**src/rtl/flippybit_pkg.sv**
```systemverilog
// Shared FlippyBit definitions: scheduler state encoding, lane count, LFSR
// polynomial and default timing constants (also used by the lane datapath).
// Helper lfsr_next() gives one step of the 8-bit Galois LFSR.
package flippybit_pkg;

  typedef enum logic [1:0] {
    ST_IDLE = 2'd0,
    ST_RUN  = 2'd1,
    ST_HOLD = 2'd2
  } fb_state_e;

  localparam int unsigned LANES          = 3;
  localparam logic [7:0]  LFSR_TAPS      = 8'hB8;

  localparam int unsigned TICK_BASE_DFLT = 25_000_000;  // 0.5 s @ 50 MHz
  localparam int unsigned TICK_MIN_DFLT  = 2_500_000;
  localparam int unsigned TICK_DEC_DFLT  = 1_500_000;
  localparam int unsigned PW_DFLT        = 25;
  localparam int unsigned LEVEL_SH_DFLT  = 3;
  localparam int unsigned SPAWN_GAP_DFLT = 4;
  localparam logic [7:0]  LFSR_SEED_DFLT = 8'hA5;

  // Right-shifting Galois step; taps B8 give the maximal 255-state cycle,
  // so a nonzero seed never reaches 0.
  function automatic logic [7:0] lfsr_next(input logic [7:0] s);
    return {1'b0, s[7:1]} ^ (s[0] ? LFSR_TAPS : 8'h00);
  endfunction

endpackage

```
**src/rtl/lane_rr_arbiter.sv**
```systemverilog
// Three-way round-robin arbiter for spawn placement.
// Ports:
//   req      in  LANES  lane i is free and may take a spawn
//   ptr      in  2      lane searched first
//   advance  in  1      a spawn attempt happens this cycle
//   grant    out LANES  one-hot winner (0 if no request or no attempt)
//   next_ptr out 2      lane after the winner, or ptr unchanged when no grant
module lane_rr_arbiter
  import flippybit_pkg::*;
(
  input  logic [LANES-1:0] req,
  input  logic [1:0]       ptr,
  input  logic             advance,
  output logic [LANES-1:0] grant,
  output logic [1:0]       next_ptr
);

  logic [2:0] idx;
  logic       found;

  always_comb begin
    grant    = '0;
    next_ptr = ptr;
    found    = 1'b0;
    idx      = '0;
    for (int k = 0; k < int'(LANES); k++) begin
      // search ptr, ptr+1, ... wrapping 2 -> 0
      idx = {1'b0, ptr} + 3'(k);
      if (idx >= 3'(LANES)) idx = idx - 3'(LANES);
      if (advance && !found && req[idx[1:0]]) begin
        found           = 1'b1;
        grant[idx[1:0]] = 1'b1;
        next_ptr        = (idx[1:0] == 2'(LANES - 1)) ? 2'd0 : idx[1:0] + 2'd1;
      end
    end
  end

endmodule

```
**src/rtl/lane_spawn_scheduler.sv**
```systemverilog
// Paces the three FlippyBit lanes: generates the fall-step tick (period
// shrinking with score-derived level) and places new targets into free
// lanes round-robin, with an LFSR-derived target pattern.
// Ports:
//   clock, reset_button  clock; asynchronous active-high reset
//   game_reset           synchronous clear from the game FSM (highest priority)
//   score[7:0]           current score, drives level
//   game_over_any        any lane reports game over -> HOLD
//   lane_busy[2:0]       lane cannot accept a spawn
//   step_tick            one-cycle pulse, all lanes advance a row
//   spawn[2:0]           one-hot load strobe, coincident with step_tick
//   spawn_value[7:0]     pattern for the spawned lane
//   level[3:0]           min(score >> LEVEL_SHIFT, 15)
//   running              high while in RUN
module lane_spawn_scheduler
  import flippybit_pkg::*;
#(
  parameter int unsigned TICK_BASE   = TICK_BASE_DFLT,
  parameter int unsigned TICK_MIN    = TICK_MIN_DFLT,
  parameter int unsigned TICK_DEC    = TICK_DEC_DFLT,
  parameter int unsigned PW          = PW_DFLT,
  parameter int unsigned LEVEL_SHIFT = LEVEL_SH_DFLT,
  parameter int unsigned SPAWN_GAP   = SPAWN_GAP_DFLT,
  parameter logic [7:0]  LFSR_SEED   = LFSR_SEED_DFLT
)(
  input  logic             clock,
  input  logic             reset_button,
  input  logic             game_reset,
  input  logic [7:0]       score,
  input  logic             game_over_any,
  input  logic [LANES-1:0] lane_busy,
  output logic             step_tick,
  output logic [LANES-1:0] spawn,
  output logic [7:0]       spawn_value,
  output logic [3:0]       level,
  output logic             running
);

  localparam int unsigned PCW = PW + 4;
  localparam int unsigned GW  = (SPAWN_GAP > 1) ? $clog2(SPAWN_GAP) : 1;

  localparam logic [PCW-1:0] BASE_W   = PCW'(TICK_BASE);
  localparam logic [PCW-1:0] MIN_W    = PCW'(TICK_MIN);
  localparam logic [PCW-1:0] DEC_W    = PCW'(TICK_DEC);
  localparam logic [PW-1:0]  PRESC_INIT = PW'(TICK_BASE - 1);
  localparam logic [GW-1:0]  GAP_LAST = GW'(SPAWN_GAP - 1);

  fb_state_e        state_q, state_d;
  logic [PW-1:0]    presc_q, presc_d;
  logic [GW-1:0]    gap_q, gap_d;
  logic [1:0]       ptr_q, ptr_d;
  logic [7:0]       lfsr_q, lfsr_d;
  logic             step_tick_q, step_tick_d;
  logic [LANES-1:0] spawn_q, spawn_d;
  logic [7:0]       spawn_value_q, spawn_value_d;
  logic [3:0]       level_q, level_d;
  logic             running_q, running_d;

  logic [7:0]       lvl_raw;
  logic [PCW-1:0]   dec_amt, period;
  logic [PW-1:0]    reload;
  logic             try_spawn;
  logic [LANES-1:0] grant;
  logic [1:0]       rr_next_ptr;

  // Step period from the currently registered level; clamp is decided
  // before subtracting so the difference never wraps.
  always_comb begin
    lvl_raw = score >> LEVEL_SHIFT;
    level_d = (lvl_raw > 8'd15) ? 4'd15 : lvl_raw[3:0];
    dec_amt = DEC_W * {{(PCW-4){1'b0}}, level_q};
    period  = (dec_amt >= BASE_W - MIN_W) ? MIN_W : BASE_W - dec_amt;
    reload  = PW'(period - PCW'(1));
  end

  // Kept outside the main comb block so the arbiter loop-back stays acyclic.
  assign try_spawn = (state_q == ST_RUN) && !game_reset && !game_over_any &&
                     (presc_q == '0) && (gap_q == GAP_LAST);

  lane_rr_arbiter u_arb (
    .req      (~lane_busy),
    .ptr      (ptr_q),
    .advance  (try_spawn),
    .grant    (grant),
    .next_ptr (rr_next_ptr)
  );

  always_comb begin
    state_d       = state_q;
    presc_d       = presc_q;
    gap_d         = gap_q;
    ptr_d         = ptr_q;
    lfsr_d        = lfsr_q;
    step_tick_d   = 1'b0;
    spawn_d       = '0;
    spawn_value_d = spawn_value_q;

    if (game_reset || state_q == ST_IDLE) begin
      // IDLE keeps everything at its reset value; leaves on first quiet cycle
      state_d       = game_reset ? ST_IDLE : ST_RUN;
      presc_d       = PRESC_INIT;
      gap_d         = '0;
      ptr_d         = '0;
      lfsr_d        = LFSR_SEED;
      spawn_value_d = '0;
    end else if (state_q == ST_RUN) begin
      if (game_over_any) begin
        // a coincident expiry is dropped: no tick, no spawn, counters frozen
        state_d = ST_HOLD;
      end else begin
        lfsr_d = lfsr_next(lfsr_q);
        if (presc_q == '0) begin
          step_tick_d = 1'b1;
          presc_d     = reload;
          if (gap_q == GAP_LAST) begin
            // no free lane: counter stays at GAP_LAST, retry next tick
            if (|grant) begin
              spawn_d       = grant;
              ptr_d         = rr_next_ptr;
              gap_d         = '0;
              spawn_value_d = lfsr_q;
            end
          end else begin
            gap_d = gap_q + GW'(1);
          end
        end else begin
          presc_d = presc_q - PW'(1);
        end
      end
    end
    // ST_HOLD: everything frozen until game_reset

    running_d = (state_d == ST_RUN);
  end

  always_ff @(posedge clock or posedge reset_button) begin
    if (reset_button) begin
      state_q       <= ST_IDLE;
      presc_q       <= PRESC_INIT;
      gap_q         <= '0;
      ptr_q         <= '0;
      lfsr_q        <= LFSR_SEED;
      step_tick_q   <= 1'b0;
      spawn_q       <= '0;
      spawn_value_q <= '0;
      level_q       <= '0;
      running_q     <= 1'b0;
    end else begin
      state_q       <= state_d;
      presc_q       <= presc_d;
      gap_q         <= gap_d;
      ptr_q         <= ptr_d;
      lfsr_q        <= lfsr_d;
      step_tick_q   <= step_tick_d;
      spawn_q       <= spawn_d;
      spawn_value_q <= spawn_value_d;
      level_q       <= level_d;
      running_q     <= running_d;
    end
  end

  assign step_tick   = step_tick_q;
  assign spawn       = spawn_q;
  assign spawn_value = spawn_value_q;
  assign level       = level_q;
  assign running     = running_q;

endmodule

```
**config.mk**
```make
export PLATFORM = sky130hd
export DESIGN_NAME = lane_spawn_scheduler
export DESIGN_NICKNAME = d
export VERILOG_FILES = /design/src/rtl/flippybit_pkg.sv /design/src/rtl/lane_rr_arbiter.sv /design/src/rtl/lane_spawn_scheduler.sv
export SDC_FILE = /design/constraint.sdc
export NUM_CORES = 1
export LEC_CHECK = 0
export BUFFER_PORTS_ARGS = -buffer_cell sky130_fd_sc_hd__buf_4
export CORE_MARGIN = 1.5
export CORE_UTILIZATION = 60
export DETAILED_ROUTE_END_ITERATION = 12
export GPL_TIMING_DRIVEN = 0
export MAX_ROUTING_LAYER = met4
export PLACE_DENSITY = 0.8
export SYNTH_ARGS = -nofsm -noshare
export SYNTH_HDL_FRONTEND = slang
export SYNTH_SLANG_ARGS = --single-unit
```
**constraint.sdc**
```tcl
create_clock -name clock -period 5.7 [get_ports clock]
set_clock_uncertainty 0.05 [all_clocks]
set_input_delay 0.285 -clock clock [delete_from_list [all_inputs] [get_ports clock]]
set_output_delay 0.285 -clock clock [all_outputs]
set_load 0.005 [all_outputs]
```
# Yosys cells after proc, flatten, opt, wreduce, memory -nomap -nowiden
# Index checks and enable logic that the tools add are counted.
# totals
out_inout_bits	17
ramBits	0
word_cells	143
n_memories	0
in_bits	15
reg_bits	56
latch_bits	0
rom_bits	0
# op_classes
n_bitwise	4
n_reduce_logical	29
n_shift	0
multipliers	1
addsub	12
muxes	68
magnitude_cmp	11
eq_ne	8
div_mod_pow	0
# op_table
cell	n
$mux 25	5
$mux 8	10
$sub 25x1->25 const B	2
$mux 2	24
$mux 3	9
$ge 25x25->1 const B	1
$logic_not 25->1	1
$sub 25x25->25 const A	1
$mul 16x4->20 const A	1
$mux 1	13
$logic_and 1x1->1	12
$lt 2x3->1 const B	3
$add 2x1->2 const B	4
$eq 2x2->1 const B	4
$reduce_bool 2->1	4
$xor 7x8->8	1
$bmux 1 s2	3
$demux 1 s2	3
$ge 2x1->1 const B	3
$ge 3x2->1 const B	2
$or 3x3->3	2
$reduce_and 6->1	1
$sub 2x2->2 const B	3
$gt 5x4->1 const B	1
16 further kinds	20

# Logic depth before layout (Yosys ltp)
# depth
ltp_word	22
ltp_mapped	18
mapped_depth_nobuf	17

# By module
# A second synthesis with hierarchy kept.
# unflattened
cells_unflattened	602
area_unflattened_um2	4992.3
# modules_own_cells
module	area_per_inst_um2	cells_each	n_inst
lane_spawn_scheduler	4679.5	557	1
lane_rr_arbiter	312.8	45	1

# Worst setup path after synthesis
# OpenSTA, ideal clock, no wires.
# synth_path
kind	reg2reg
startpoint	register level_q[2], in the netlist level[2]
endpoint	register presc_q[23]
path_buffers	0
arrival_ns	4.347
path_slack_ns	1.172
synth_period_minus_slack_ns	4.528
required_ns	5.519
stages_incl_launch_ff	18
path_cell_list	dfrtp_1 > inv_1 > ha_1 > fa_1 > inv_1 > ha_1 > a21o_1 > a221oi_4 > mux2i_1 > nor2_1 > a21oi_2 > a311oi_4 > o21a_1 > a31oi_2 > nand4_4 > nor4_2 > xnor2_1 > o21ai_1
# synth_between
elab_chain_len	8
elab_cells_between_ends	9
classes_between	2 x add/sub; 1 x mul; 1 x order compare; 5 x mux
# synth_lines
item	line_no	text
from (decl)	lane_spawn_scheduler.sv:56	logic [3:0] level_q, level_d;
from (signal assigned)	lane_spawn_scheduler.sv:157	level_q <= level_d;
$mul 16x4->20 (*)	lane_spawn_scheduler.sv:71	dec_amt = DEC_W * {{(PCW-4){1'b0}}, level_q};
$sub 25x25->25 or $ge 25x25->1 (tied branches)	lane_spawn_scheduler.sv:72	period = (dec_amt >= BASE_W - MIN_W) ? MIN_W : BASE_W - dec_amt;
$mux 25 (*)	lane_spawn_scheduler.sv:72	
$sub 25x1->25 (*)	lane_spawn_scheduler.sv:73	reload = PW'(period - PCW'(1));
$mux 25 (*)	lane_spawn_scheduler.sv:112	if (presc_q == '0) begin
$mux 25 (*)	lane_spawn_scheduler.sv:107	if (game_over_any) begin
$mux 25 (*)	lane_spawn_scheduler.sv:106	end else if (state_q == ST_RUN) begin
$mux 25 (*)	lane_spawn_scheduler.sv:98	if (game_reset || state_q == ST_IDLE) begin
to (signal assigned)	lane_spawn_scheduler.sv:150	presc_q <= presc_d;
to (decl)	lane_spawn_scheduler.sv:49	logic [PW-1:0] presc_q, presc_d;
# Mark *: on every way between the ends. The rest lies on a longest branch, timed or not. The select of a mux whose other input is x is not followed.
# A chain may end at the register's enable or synchronous reset.

# Final worst setup path
# layout_path
startpoint	register level_q[2], in the netlist level[2]
endpoint	register presc_q[24]
# Same word-level chain as after synthesis.

==> qor.csv <==
metric,value,unit
total number of vias,4886,
post-CTS setup buffer count,0,
Post-layout nets,688,
status,completed,
GRT Max-Usage Layer,met2,
vias per cell,6.61,
combinational share of power,0.548,
CP endpoint kind,flip-flop,
Power Dens Cells,268,nW/µm²
"Reg clk slew, reported paths",0.11,ns
Place WS,0.211,ns
met3 Use GR,0.0383,
Core ar.,8220,µm²
setup TNS,0,ns
largest net degree at the start of global routing,42,
multi-input logic area,3490,µm²
RSZ-0062 raised after global routing,false,
met2 usage,0.507,
P_leak,2.35,nW
DRT Pass-1 Iters,5,
slowest CP cell,dfrtp_1,
Area Growth Syn to Fin,9.60,%
Reg area,1430,µm²
CTS root buf,clkbuf_8,
Final ANT Viol Nets,0,
# IOs,32,
total detailed-routing wirelength,13.3,mm
worst setup slack after layout,0.312,ns
Fmax achieved,186,MHz
Gate Count Post-Synth,596,
met1 usage,0.420,
most frequent cells in the layout,"nand2_1, nor2_1, ha_1, a21oi_1, dfrtp_1",
TritonCTS clock tree,built,
GP Congestion,0.952,
clk_lat worst skew,0.33,ns
Worst EP required,5.90,ns
mapped cell area,5080,µm²
asr flop ratio synth,1.00,
"commonest non-fill, non-tap cell in the layout",nand2_1,
sequential fraction of design power,0.289,
"Arr. time, crit path",5.59,ns
global-route wire length before repair,21.9,mm
"non-filler cells, final",739,
CP max FO,10,
Crit path largest cell delay,0.52,ns
Max VDD drop,0.168,mV
Iteration-0 DRC Markers,382,
Final Critical Period,5.39,ns
Hold WS,0.0839,ns
post-synthesis sequential area ratio,0.281,
Post-synth EDFFs,0,
Clock Sink Count,56,
Max clock buf depth,2,
"Avg Cell Area, Syn",8.53,µm²
Worst Hold Class,input port to flip-flop,
slew margin rel.,0.514,
max-slew violation count,0,
Worst Tran Pin Value,0.721,ns
layout cells sized above 1,0.166,
wire per inst,18.0,µm
ant diodes,0,
Setup CP Type,flip-flop to flip-flop,
Final setup viols,0,
top_reg_cell synth,dfrtp_1,
P_sw,0.691,mW
Switching Fraction,0.463,
DRC Markers,0,
Port Buffer Count,28,
vias in the first global route,4531,
total gr overflow,0,
Int Pwr,0.800,mW
Mapped Nets,651,
synth warn,0,
clock share of power,0.163,
CTS Buf Count,5,
die height,95.1,µm
placed insts,730,
final hold vios,0,
Synth Register Bits,56,
hpwl dp,10.1,mm
crit path launch type,flip-flop,
Total GRT Usage,0.320,
number of fill cells,691,
DIE WIDTH,95.1,µm
# rows,33,
CTS H-tree lvls,2,
max_cap viols,0,
initial antenna violation count,0,
Layout Utilization,0.678,
Die Footprint,9040,µm²
unique cell type count in the Yosys netlist,80,
Starting Density,0.619,
CP cell instances,"inv_1, ha_1, fa_1, inv_1, ha_1, buf_2, nand4_1, nor3_1, nor2_1, o311ai_2, xor2_1, o2111ai_2, o21a_1, a31oi_2, nand3_1, nor3_2, a21oi_1, nor3_1",
crit share post-route,0.945,
[cell usage after synthesis, drive strengths merged, types with 3 or more instances]
library cell | number | area share
nor4 | 9 | 0.014
and3 | 9 | 0.011
a31oi | 9 | 0.014
o21a | 4 | 0.0059
nand2 | 64 | 0.048
o2111ai | 3 | 0.0064
a31o | 3 | 0.0052
a21o | 13 | 0.019
xor2 | 19 | 0.033
a21oi | 37 | 0.037
nand3 | 21 | 0.022
o21ai | 35 | 0.037
clkbuf | 17 | 0.013
mux2i | 10 | 0.020
nor2 | 48 | 0.035
o2bb2ai | 3 | 0.0052
and3b | 3 | 0.0059
o22ai | 3 | 0.0037
and2 | 7 | 0.0091
a211oi | 8 | 0.012
nor2b | 8 | 0.0098
fa | 4 | 0.016
xnor2 | 21 | 0.038
o31ai | 8 | 0.016
nor3b | 4 | 0.0059
buf | 6 | 0.0059
or3 | 10 | 0.012
o211ai | 8 | 0.012
inv | 25 | 0.018
nor3 | 19 | 0.020
nand2b | 5 | 0.0062
a221oi | 5 | 0.013
dfstp | 21 | 0.11
a22o | 5 | 0.0086
dfrtp | 35 | 0.17
ha | 36 | 0.089
or2 | 7 | 0.0086
o21bai | 4 | 0.0066
o22a | 3 | 0.0052
nand4 | 11 | 0.016
[state kept, by name, summed over array words and instances (netlist names)]
name and flops:
presc_q 25, lfsr_q 8, spawn_value 8, level 4
spawn 3, gap_q 2, ptr_q 2, state_q 2
running 1, step_tick 1
[worst paths after layout]
path,to,from,slack [ns],depth (start not counted)
max,presc_q[24]$_DFFE_PP1P_,level[2]$_DFF_PP0_,0.31,18
min,running$_DFF_PP0_,game_reset,0.08,2
max reg2reg,presc_q[24]$_DFFE_PP1P_,level[2]$_DFF_PP0_,0.31,18
min reg2reg,spawn_value[7]$_DFFE_PP0P_,spawn_value[7]$_DFFE_PP0P_,0.44,2
max in group asynchronous,presc_q[11]$_DFFE_PP1P_,reset_button,4.56,4
min in group asynchronous,spawn_value[3]$_DFFE_PP0P_,reset_button,0.44,3
[layout make-up]
type / instances / share of cell area
buffer: 23 / 0.0168
clock buffer: 5 / 0.0123
clock inverter: 3 / 0.00494
inverter: 25 / 0.0168
multi-input combinational: 492 / 0.626
sequential: 56 / 0.256
tap: 105 / 0.0236
timing repair buffer: 30 / 0.0431
[worst max-delay path: cells and delay by family, from the launching register on]
kind	cells	cell delay, ns
adders and majority gates	3	1.29
buffers and inverters	3	0.39
DFF	1	0.52
and+or+nand+nor	6	1.33
AOI/OAI and AO/OA	5	1.23
xor gates and xnor gates	1	0.48
[power groups by stage]
stage | logic [mW] | clock network, mW | registers [mW]
2_1_floorplan | 0.603 | 0 | 0.434
3_3_place_gp | 0.769 | 0 | 0.437
3_5_place_dp | 0.787 | 0 | 0.438
4_1_cts | 0.794 | 0.244 | 0.431
5_1_grt | 0.888 | 0.261 | 0.434
6_report | 0.817 | 0.243 | 0.431
[repair_timing]
action                     in CTS  in global routing
resized for setup               0                  4
setup endpoints to repair       0                 11
hold buffers                    1                  0
hold endpoints to repair       14                  0
[metrics by stage]
step	area [µm²]	power (mW)
after floorplan	5080	1.04
after global placement	5430	1.21
after detailed placement	5450	1.22
after CTS	5550	1.47
after global routing	5570	1.58
final	5570	1.49
[per-layer routing]
layer  wire, µm  vias to the layer above  part of all wire
li1           -                     2273                 -
met1       5940                     2354              0.45
met2       6200                      223              0.47
met3        827                       36             0.062
met5          0                        -                 0
met4        350                        0             0.026
[kinds of logic after synthesis]
group | share of synthesized area
flops | 0.281
mux | 0.0226
xor+xnor | 0.0704
buf+inv | 0.0369
fa+ha+maj | 0.104
compound gates | 0.253
simple gates | 0.232
Power figures use the tool's default switching activity.
